`src/rtl/pes_txc_pkg.sv`:
```
// pes_txc_pkg -- shared types and default widths for the PES->TXC issue path.
//   N_TC_DEF    default number of traffic classes (power of 2, >= 2)
//   WGT_W_DEF   default width of a per-TC DWRR quantum, in segments
//   CRED_W_DEF  default width of the TXC buffer-credit counter
//   tc_idx_t    traffic-class index at the default N_TC
//   sched_state_e  scheduler FSM states
package pes_txc_pkg;

  localparam int N_TC_DEF   = 8;
  localparam int WGT_W_DEF  = 4;
  localparam int CRED_W_DEF = 7;
  localparam int TC_W_DEF   = $clog2(N_TC_DEF);

  typedef logic [TC_W_DEF-1:0] tc_idx_t;

  typedef enum logic {
    INIT,
    RUN
  } sched_state_e;

endpackage

```
`src/rtl/pes_txc_rr_pick.sv`:
```
// pes_txc_rr_pick -- combinational rotate-priority finder.
// Returns the first set bit of req scanning upward from start, wrapping
// modulo N. Shared with TXC-side arbiters.
//   req    request vector, one bit per requester
//   start  index that has the highest priority
//   found  at least one request is set
//   idx    index of the winning request (0 when found=0)
module pes_txc_rr_pick #(
  parameter int N = 8
) (
  input  logic [N-1:0]         req,
  input  logic [$clog2(N)-1:0] start,
  output logic                 found,
  output logic [$clog2(N)-1:0] idx
);

  localparam int IDX_W = $clog2(N);

  logic [IDX_W-1:0] cand;

  // NOTE: every variable written here gets a default first, so no path
  // leaves it unassigned and no latch is inferred.
  always_comb begin
    found = 1'b0;
    idx   = '0;
    cand  = '0;
    // N is a power of two, so the index addition wraps modulo N for free.
    for (int i = 0; i < N; i++) begin
      cand = start + IDX_W'(i);
      if (!found && req[cand]) begin
        found = 1'b1;
        idx   = cand;
      end
    end
  end

endmodule

```
`src/rtl/pes_txc_sched.sv`:
```
// pes_txc_sched -- DWRR egress scheduler on the PES side of PES->TXC.
// Picks a traffic class by deficit weighted round-robin, issues one segment
// per accepted handshake, and gates every issue on a TXC buffer-credit count.
//   clk, rst       core clock, synchronous active-high reset
//   cfg_wgt        per-TC quantum in segments (0 behaves as 1)
//   cfg_init_cred  credits loaded in INIT
//   tc_req         per-TC queue non-empty
//   txc_cred_ret   one TXC buffer returned this cycle
//   sched_vld/tc   registered issue, held stable while sched_rdy=0
//   sched_rdy      TXC accepts the issue
//   cred_cnt       current credit count
//   cred_err       sticky credit overflow/underflow
module pes_txc_sched
  import pes_txc_pkg::*;
#(
  parameter int N_TC   = N_TC_DEF,
  parameter int WGT_W  = WGT_W_DEF,
  parameter int CRED_W = CRED_W_DEF
) (
  input  logic                            clk,
  input  logic                            rst,
  input  logic [N_TC-1:0][WGT_W-1:0]      cfg_wgt,
  input  logic [CRED_W-1:0]               cfg_init_cred,
  input  logic [N_TC-1:0]                 tc_req,
  input  logic                            txc_cred_ret,
  output logic                            sched_vld,
  output logic [$clog2(N_TC)-1:0]         sched_tc,
  input  logic                            sched_rdy,
  output logic [CRED_W-1:0]               cred_cnt,
  output logic                            cred_err
);

  localparam int TC_W = $clog2(N_TC);

  sched_state_e      state, state_n;
  logic [TC_W-1:0]   cur, cur_n;          // active TC
  logic [TC_W-1:0]   ptr, ptr_n;          // where the next scan starts
  logic              sel_vld, sel_vld_n;  // cur holds a live selection
  logic [WGT_W-1:0]  deficit, deficit_n;
  logic              vld_n;
  logic [TC_W-1:0]   tc_n;
  logic [CRED_W-1:0] cred_n;
  logic              err_n;

  logic              accept, hold, need_sel;
  logic [WGT_W-1:0]  deficit_eff, pick_wgt, load_def;
  logic [CRED_W-1:0] cred_eff;
  logic              pick_found;
  logic [TC_W-1:0]   pick_idx;

  pes_txc_rr_pick #(.N(N_TC)) u_pick (
    .req   (tc_req),
    .start (ptr),
    .found (pick_found),
    .idx   (pick_idx)
  );

  assign accept = sched_vld & sched_rdy;
  assign hold   = sched_vld & ~sched_rdy;

  // The next issue is decided on the same edge that retires the current
  // one, so look at deficit and credit as they will be after this accept.
  // Returned credits are deliberately left out: they become usable only
  // once they have landed in cred_cnt.
  assign deficit_eff = accept ? deficit - WGT_W'(1) : deficit;
  assign cred_eff    = accept ? cred_cnt - CRED_W'(1) : cred_cnt;

  assign pick_wgt = cfg_wgt[pick_idx];
  assign load_def = (pick_wgt == '0) ? WGT_W'(1) : pick_wgt;

  // Reselect when nothing is selected, the quantum is spent, or the active
  // queue ran dry -- but never while an issue is stalled on sched_rdy.
  assign need_sel = (state == RUN) && !hold &&
                    (!sel_vld || (deficit_eff == '0) || !tc_req[cur]);

  always_comb begin
    state_n   = state;
    cur_n     = cur;
    ptr_n     = ptr;
    sel_vld_n = sel_vld;
    deficit_n = deficit;
    vld_n     = sched_vld;
    tc_n      = sched_tc;
    cred_n    = cred_cnt;
    err_n     = cred_err;

    case (state)
      INIT: begin
        state_n   = RUN;
        cred_n    = cfg_init_cred;
        cur_n     = '0;
        ptr_n     = '0;
        sel_vld_n = 1'b0;
        deficit_n = '0;
        vld_n     = 1'b0;
        tc_n      = '0;
      end

      RUN: begin
        if (accept && !txc_cred_ret) begin
          if (cred_cnt == '0) err_n = 1'b1;
          else                cred_n = cred_cnt - CRED_W'(1);
        end else if (txc_cred_ret && !accept) begin
          if (cred_cnt == '1) err_n = 1'b1;
          else                cred_n = cred_cnt + CRED_W'(1);
        end

        deficit_n = deficit_eff;

        if (!hold) begin
          vld_n = 1'b0;
          if (need_sel) begin
            // Selection cycle: leftover deficit is dropped either way.
            sel_vld_n = pick_found;
            deficit_n = pick_found ? load_def : '0;
            if (pick_found) begin
              cur_n = pick_idx;
              ptr_n = pick_idx + TC_W'(1);
            end
          end else if (cred_eff != '0) begin
            vld_n = 1'b1;
            tc_n  = cur;
          end
        end
      end

      default: state_n = INIT;
    endcase
  end

  // NOTE: state registers use non-blocking assignments only, so every
  // flop samples the values from before this edge regardless of order.
  always_ff @(posedge clk) begin
    if (rst) begin
      state     <= INIT;
      cur       <= '0;
      ptr       <= '0;
      sel_vld   <= 1'b0;
      deficit   <= '0;
      sched_vld <= 1'b0;
      sched_tc  <= '0;
      cred_cnt  <= '0;
      cred_err  <= 1'b0;
    end else begin
      state     <= state_n;
      cur       <= cur_n;
      ptr       <= ptr_n;
      sel_vld   <= sel_vld_n;
      deficit   <= deficit_n;
      sched_vld <= vld_n;
      sched_tc  <= tc_n;
      cred_cnt  <= cred_n;
      cred_err  <= err_n;
    end
  end

endmodule

```
`config.mk`:
```
export PLATFORM = sky130hd
export DESIGN_NAME = pes_txc_sched
export DESIGN_NICKNAME = d
export VERILOG_FILES = /design/src/rtl/pes_txc_pkg.sv /design/src/rtl/pes_txc_rr_pick.sv /design/src/rtl/pes_txc_sched.sv
export SDC_FILE = /design/constraint.sdc
export NUM_CORES = 1
export LEC_CHECK = 0
export ABC_AREA = 1
export CORE_MARGIN = 5
export CORE_UTILIZATION = 30
export CTS_BUF_LIST = sky130_fd_sc_hd__clkbuf_8
export DETAILED_ROUTE_END_ITERATION = 6
export PLACE_DENSITY_LB_ADDON = 0.1
export SLEW_MARGIN = 0
export SYNTH_ARGS = -nofsm -noshare
export SYNTH_HDL_FRONTEND = slang
export SYNTH_SLANG_ARGS = --single-unit
```
`constraint.sdc`:
```
create_clock -name clk -period 7.05 [get_ports clk]
set_clock_uncertainty 0.2 [all_clocks]
set_input_delay 1.41 -clock clk [delete_from_list [all_inputs] [get_ports clk]]
set_output_delay 1.41 -clock clk [all_outputs]
set_load 0.03 [all_outputs]
```
==> impl_metrics.json, run 1 <==
{
  "top_layer_used": "met4",
  "critPathLaunch": "tc_req[7]",
  "slew_violations": 0,
  "synth_cell_type_count": 41,
  "drive_gt1_share_pct": 9.66,
  "cts_tree": "built",
  "area_delta_synth_final_pct": 29.1,
  "routed_via_density": 5.08,
  "hold_class": "reg -> reg",
  "ant_nets": 0,
  "grt.overflow.total": 0,
  "synth_xor_area_share_pct": 5.98,
  "postCtsSetupRepairBufs": 0,
  "routed_wl_mm": 7.93,
  "clock-root-buffer": "clkbuf_8",
  "cpPeakStageDelay_ps": 500,
  "rsz0062_at_grt": "false",
  "syn_avg_cell_area_um2": 6.30,
  "cts_buffers": 3,
  "cp.required_ps": 7020,
  "wire_per_inst_um": 13.9,
  "r2r-start": "ptr[0]",
  "synthAdderAreaFrac_pct": 4.37,
  "leakage_nw": 1.40,
  "diodes": 0,
  "die-area_um2": 10500,
  "min_from": "sched_tc[1]",
  "clkPwrFrac_pct": 8.2,
  "worst_pin_slew_ps": 602,
  "die_w_um": 103,
  "setup.worst_path.end_class": "register",
  "hold_viol_final": 0,
  "critPathBufInv": 1,
  "yosysTopAreaCell": "dfxtp_1",
  "p_comb_share_pct": 77.6,
  "p_int_w": 0.000637,
  "routed-via-count": 2903,
  "met1_length_mm": 3.59,
  "fin_hold_ws_ps": 276,
  "cap_violations": 0,
  "setup_violations": 0,
  "syn_nets": 469,
  "pin_count": 63,
  "grtUsageTotal_pct": 15.2,
  "path_cells": "clkdlybuf4s50_1, nand2_2, nand3_2, nand3_2, nand2_4, nor2_8, nand4_4, nor3_1, nand2_2, nand2_4, nand2_1, nand3_1, nand3_1, nand2_1, a21oi_1, a211oi_1",
  "power_frac_seq_pct": 14.2,
  "gp_congestion": 0.891,
  "muxShareOfSynthArea_pct": 0,
  "clk_pin_slew_worst_paths_ps": 90,
  "clock_latency_ps": 270,
  "clock_path_buffers": 2,
  "cp.arrival_ps": 4010,
  "fin_ws_ps": 3010,
  "swShare_pct": 56.7,
  "synth-compound-area-share_pct": 15.6,
  "layout.nets": 527,
  "cts.sinks": 24,
  "synth-simple-area-share_pct": 44.9,
  "peakVddDrop_mv": 0.137,
  "ctsResizeCount": 0,
  "grt_pass1_vias": 2842,
  "dp_slack_ps": 2730,
  "worst-setup-path-type": "in -> reg",
  "crit_family": "simple AND/OR/NAND/NOR gates",
  "seqCellArea_um2": 480,
  "slew_headroom_pct": 59.6,
  "synth_top_area_share_pct": 18.7,
  "portBuffers": 62,
  "cpMaxStageDelayCell": "clkdlybuf4s50_1",
  "route.met3.wl_um": 276,
  "min_period_ps": 4040,
  "rows": 33,
  "final.period_utilization_pct": 57.4,
  "syn_inst": 409,
  "synth_top_family_by_area": "simple AND/OR/NAND/NOR gates",
  "drc": 0,
  "cp_max_fo": 13,
  "critPathLaunchType": "input port",
  "netlist_area_um2": 2570,
  "status": "finished, final reports clean",
  "hpwl_mm": 6.53,
  "dr_wl_met2_mm": 3.98,
  "tns_ps": 0,
  "multi_input_area_um2": 1830,
  "ys_seq_area_share_pct": 18.7,
  "p_total_w": 0.00147,
  "h-tree-depth": 1,
  "drtIter0Drc": 86,
  "p_per_area_nw_per_um2": 442,
  "grt_max_degree": 16,
  "die_y_um": 103,
  "dr.pass1.iters": 4,
  "post_synth_main_area_contributors": "dfxtp_1 19%, nand2_1 14%, nand3_1 10%, inv_1 6.7%, nor2_1 5.4%",
  "antenna_found_initial": 0,
  "core-area_um2": 8300,
  "grt_pass1_wl_mm": 13.0,
  "fillers": 891,
  "ys_ff_latch": 24,
  "cts_hold_buf": 0,
  "yosysWarnings": 0,
  "start_util_pct": 31.0,
  "fmax_mhz": 247,
  "switching_power_w": 0.000833
}
[sequential cells by signal, indices dropped and copies added (netlist names)]
name and flops:
cred_cnt 7, deficit 4, cur 3, ptr 3, sched_tc 3, cred_err 1
sched_vld 1, sel_vld 1, state 1
[metrics by stage]
| stage | cell area [um2] | util, % | std cells |
|---|---|---|---|
| 2_1_floorplan | 2570 | - | 409 |
| 4_1_cts | 3320 | 40.0 | 571 |
| 3_3_place_gp | 3250 | 39.2 | 567 |
| 5_1_grt | 3320 | 40.0 | 571 |
| 3_5_place_dp | 3250 | 39.2 | 567 |
| 6_report | 3320 | 40.0 | 571 |
[cells in the final DEF, fill, tap and decap left out, types with 7 or more instances in the layout]
cell type / instances
dfxtp_1: 24
o21ai_0: 22
xor2_1: 8
nor3_1: 7
nand2_2: 10
nand3_1: 53
nand2_1: 98
nand3_2: 8
a21oi_1: 24
clkdlybuf4s50_1: 62
inv_1: 46
ha_1: 9
nor2_1: 37
[worst paths after layout]
path | endpoint | slack, ps | cells past startpoint
setup / recovery | deficit[1] | 3010 | 16
hold / removal | sched_tc[1] | 280 | 2
setup reg to reg | deficit[1] | 3240 | 17
hold reg to reg | sched_tc[1] | 280 | 2
[synth_stat cells, drive strengths merged]
cell type  count
clkbuf         4
nor3           7
dfxtp         24
o21ai         25
nand3         62
a31oi          4
o21bai         1
xnor2          4
nand3b         1
a31o           1
a211oi         2
o211ai         5
and2           1
buf            5
a22oi          1
a221oi         1
nor2          42
nor4           2
xor2          11
inv           51
ha             9
nand2        111
nand4          6
a21oi         25
or2            1
o221ai         1
a311oi         2
[worst register-to-register path: stages (launching register included)]
cell and delay, ps:
dfxtp_1 660, inv_2 220, ha_1 460, inv_2 190, nand3_1 140, nand2_1 90
nor2_1 50, a31oi_1 240, inv_2 80, nor3_1 280, nand2_2 200, nand2_4 220
nand2_1 80, nand3_1 90, nand3_1 80, nand2_1 120, a21oi_1 70, a211oi_1 230
[layout make-up]
class / instances / area share, %
Multi-Input combinational cell: 325 / 54.9
Timing Repair Buffer: 62 / 18.7
Sequential cell: 24 / 14.5
Inverter: 51 / 5.84
Tap cell: 105 / 3.95
Clock buffer: 3 / 1.24
Clock inverter: 1 / 0.904
[logic make-up (layout without fill, tap and decap cells)]
family,count (synthesis),after routing
buffers and inverters,60,117
XOR/XNOR,15,15
flip-flops,24,24
AO/OA/AOI/OAI,68,68
adder cells (fa/ha/maj),9,9
AND/OR/NAND/NOR,233,233
[power by group through the flow]
stage	clock network (W)	registers [W]	logic (W)
2_1_floorplan	0	0.000189	0.000964
4_1_cts	0.000124	0.000209	0.00116
6_report	0.000121	0.000208	0.00114
3_3_place_gp	0	0.000213	0.00116
3_5_place_dp	0	0.000212	0.00115
5_1_grt	0.000129	0.000214	0.00130
[metal layers]
layer,vias to the layer above,track usage [%]
li1,1469,-
met4,0,3.13
met1,1356,20.1
met5,-,0
met2,68,26.8
met3,10,1.49
Note: power is estimated with default switching activity, not from simulation.
==> run 2, diff against run 1 <==
clock period = 4 ns   (was 7.05 ns; I/O delays follow)
==> impl_metrics.json, run 2 (synthesis gave the netlist of run 1 again) <==
{
  "status": "finished, final reports clean",
  "cts.sinks": 24,
  "largestRegisters": "cred_cnt: 7 flops, deficit: 4 flops",
  "core-area_um2": 8300,
  "path_cells": "clkdlybuf4s50_1, nand2_1, nand3_1, nand2_1, nor2_1, a31oi_1, inv_2, nor3_1, nand2_2, nand2_4, nand2_1, nand3_1, nand3_1, nand2_1, a21oi_1, a211oi_1",
  "worst-setup-path-type": "in -> reg",
  "worstRegToRegCells": 17,
  "hold_class": "reg -> reg",
  "hpwl_mm": 6.53,
  "min_from": "sched_tc[1]",
  "setup_violations": 0,
  "p_total_w": 0.00262,
  "die_y_um": 103,
  "hold_viol_final": 0,
  "routed-via-count": 2802,
  "peakVddDrop_mv": 0.354,
  "slew_headroom_pct": 61.8,
  "cts_buffers": 3,
  "slew_violations": 0,
  "r2r-start": "ptr[1]",
  "cpMaxStageDelayCell": "clkdlybuf4s50_1",
  "multi_input_area_um2": 1830,
  "cp.required_ps": 3980,
  "p_per_area_nw_per_um2": 778,
  "gp_congestion": 0.868,
  "clock_path_buffers": 2,
  "critPathBufInv": 2,
  "reg2reg_slack_ps": 590,
  "grt_pass1_vias": 2739,
  "place_inst": 573,
  "fmax_mhz": 288,
  "drive_gt1_share_pct": 10.8,
  "grt_pass1_wl_mm": 12.8,
  "min_period_ps": 3480,
  "critPathLaunchType": "input port",
  "instances_no_fill": 577,
  "start_util_pct": 31.0,
  "antenna_found_initial": 0,
  "postCtsSetupRepairBufs": 0,
  "fillers": 928,
  "rows": 33,
  "clock-root-buffer": "clkbuf_8",
  "dp_slack_ps": 278,
  "ant_nets": 0,
  "clock_latency_ps": 270,
  "layout.nets": 533,
  "routed_via_density": 4.86,
  "r2r_end": "deficit[1]",
  "dr.pass1.iters": 4,
  "setup.worst_path.end_class": "register",
  "grt_max_degree": 16,
  "fin_ws_ps": 524,
  "grt.overflow.total": 0,
  "final_common_cell": "nand2_1",
  "rsz0062_at_grt": "false",
  "min_to": "sched_tc[1]",
  "ctsResizeCount": 0,
  "seqCellArea_um2": 480,
  "wire_per_inst_um": 13.6,
  "layout_common_cells": "98 x nand2_1, 62 x clkdlybuf4s50_1, 53 x nand3_1, 46 x inv_1, 37 x nor2_1",
  "largest_reg_flops": 7,
  "drc": 0,
  "cpPeakStageDelay_ps": 490,
  "die-area_um2": 10500,
  "worst_pin_slew_ps": 569,
  "portBuffers": 62,
  "regMostFlops": "cred_cnt",
  "crit_family": "simple AND/OR/NAND/NOR gates",
  "leakage_nw": 1.43,
  "area_delta_synth_final_pct": 30.8,
  "cts_hold_buf": 0,
  "die_w_um": 103,
  "cp_max_fo": 13,
  "final.period_utilization_pct": 86.9,
  "cap_violations": 0,
  "cts_tree": "built",
  "clk_pin_slew_worst_paths_ps": 100,
  "pin_count": 63,
  "fin_hold_ws_ps": 279,
  "tns_ps": 0,
  "whs_path_depth": 2,
  "routed_wl_mm": 7.86,
  "grtUsageTotal_pct": 14.9,
  "h-tree-depth": 1,
  "cp_common_cell": "nand2_1",
  "drtIter0Drc": 98,
  "cp.arrival_ps": 3450,
  "diodes": 0
}
[run 2: tightest hold or removal path, stage by stage (launching register included)]
cell	delay [ps]
dfxtp_1	320
nand2_1	60
a21oi_1	50
[run 2: layout make-up]
type / count / area share [%]
repair buffers: 68 / 19.8
well taps: 105 / 3.90
clock inverters: 1 / 0.892
flip-flops and latches: 24 / 14.3
clock buffers: 3 / 1.23
multi-input cells: 325 / 54.2
inverters: 51 / 5.76
[run 2: per-stage QoR]
stage | area, um2 | util (%)
floorplan | 2570 | -
global placement | 3300 | 39.7
detailed placement | 3300 | 39.7
CTS | 3370 | 40.6
global route | 3370 | 40.6
finish | 3370 | 40.6
[run 2: worst max-delay path by stage]
stage               from    endpoint  slack, ps  depth (start not counted)
2_1_floorplan     ptr[1]  deficit[0]       1040                         22
3_3_place_gp   tc_req[7]  deficit[0]        260                         19
3_5_place_dp   tc_req[7]  deficit[0]        280                         19
4_1_cts        tc_req[7]  deficit[1]        540                         16
5_1_grt        tc_req[7]  deficit[0]        340                         19
6_report       tc_req[6]  deficit[1]        520                         16
[run 2: per-layer routing]
layer,global-route usage [%],routed length [um],vias to the layer above,share of wire (%)
met1,20.1,3580,1269,46
li1,-,-,1480,-
met4,2.52,63,0,0.80
met3,1.42,245,6,3.1
met2,26.3,3970,47,51
met5,0,0,-,0
[run 2: power by group]
part / switching (W) / internal, W
Clock: 0.0000825 / 0.000134
Sequential: 0.0000490 / 0.000284
Combinational: 0.00135 / 0.000724
Total: 0.00148 / 0.00114
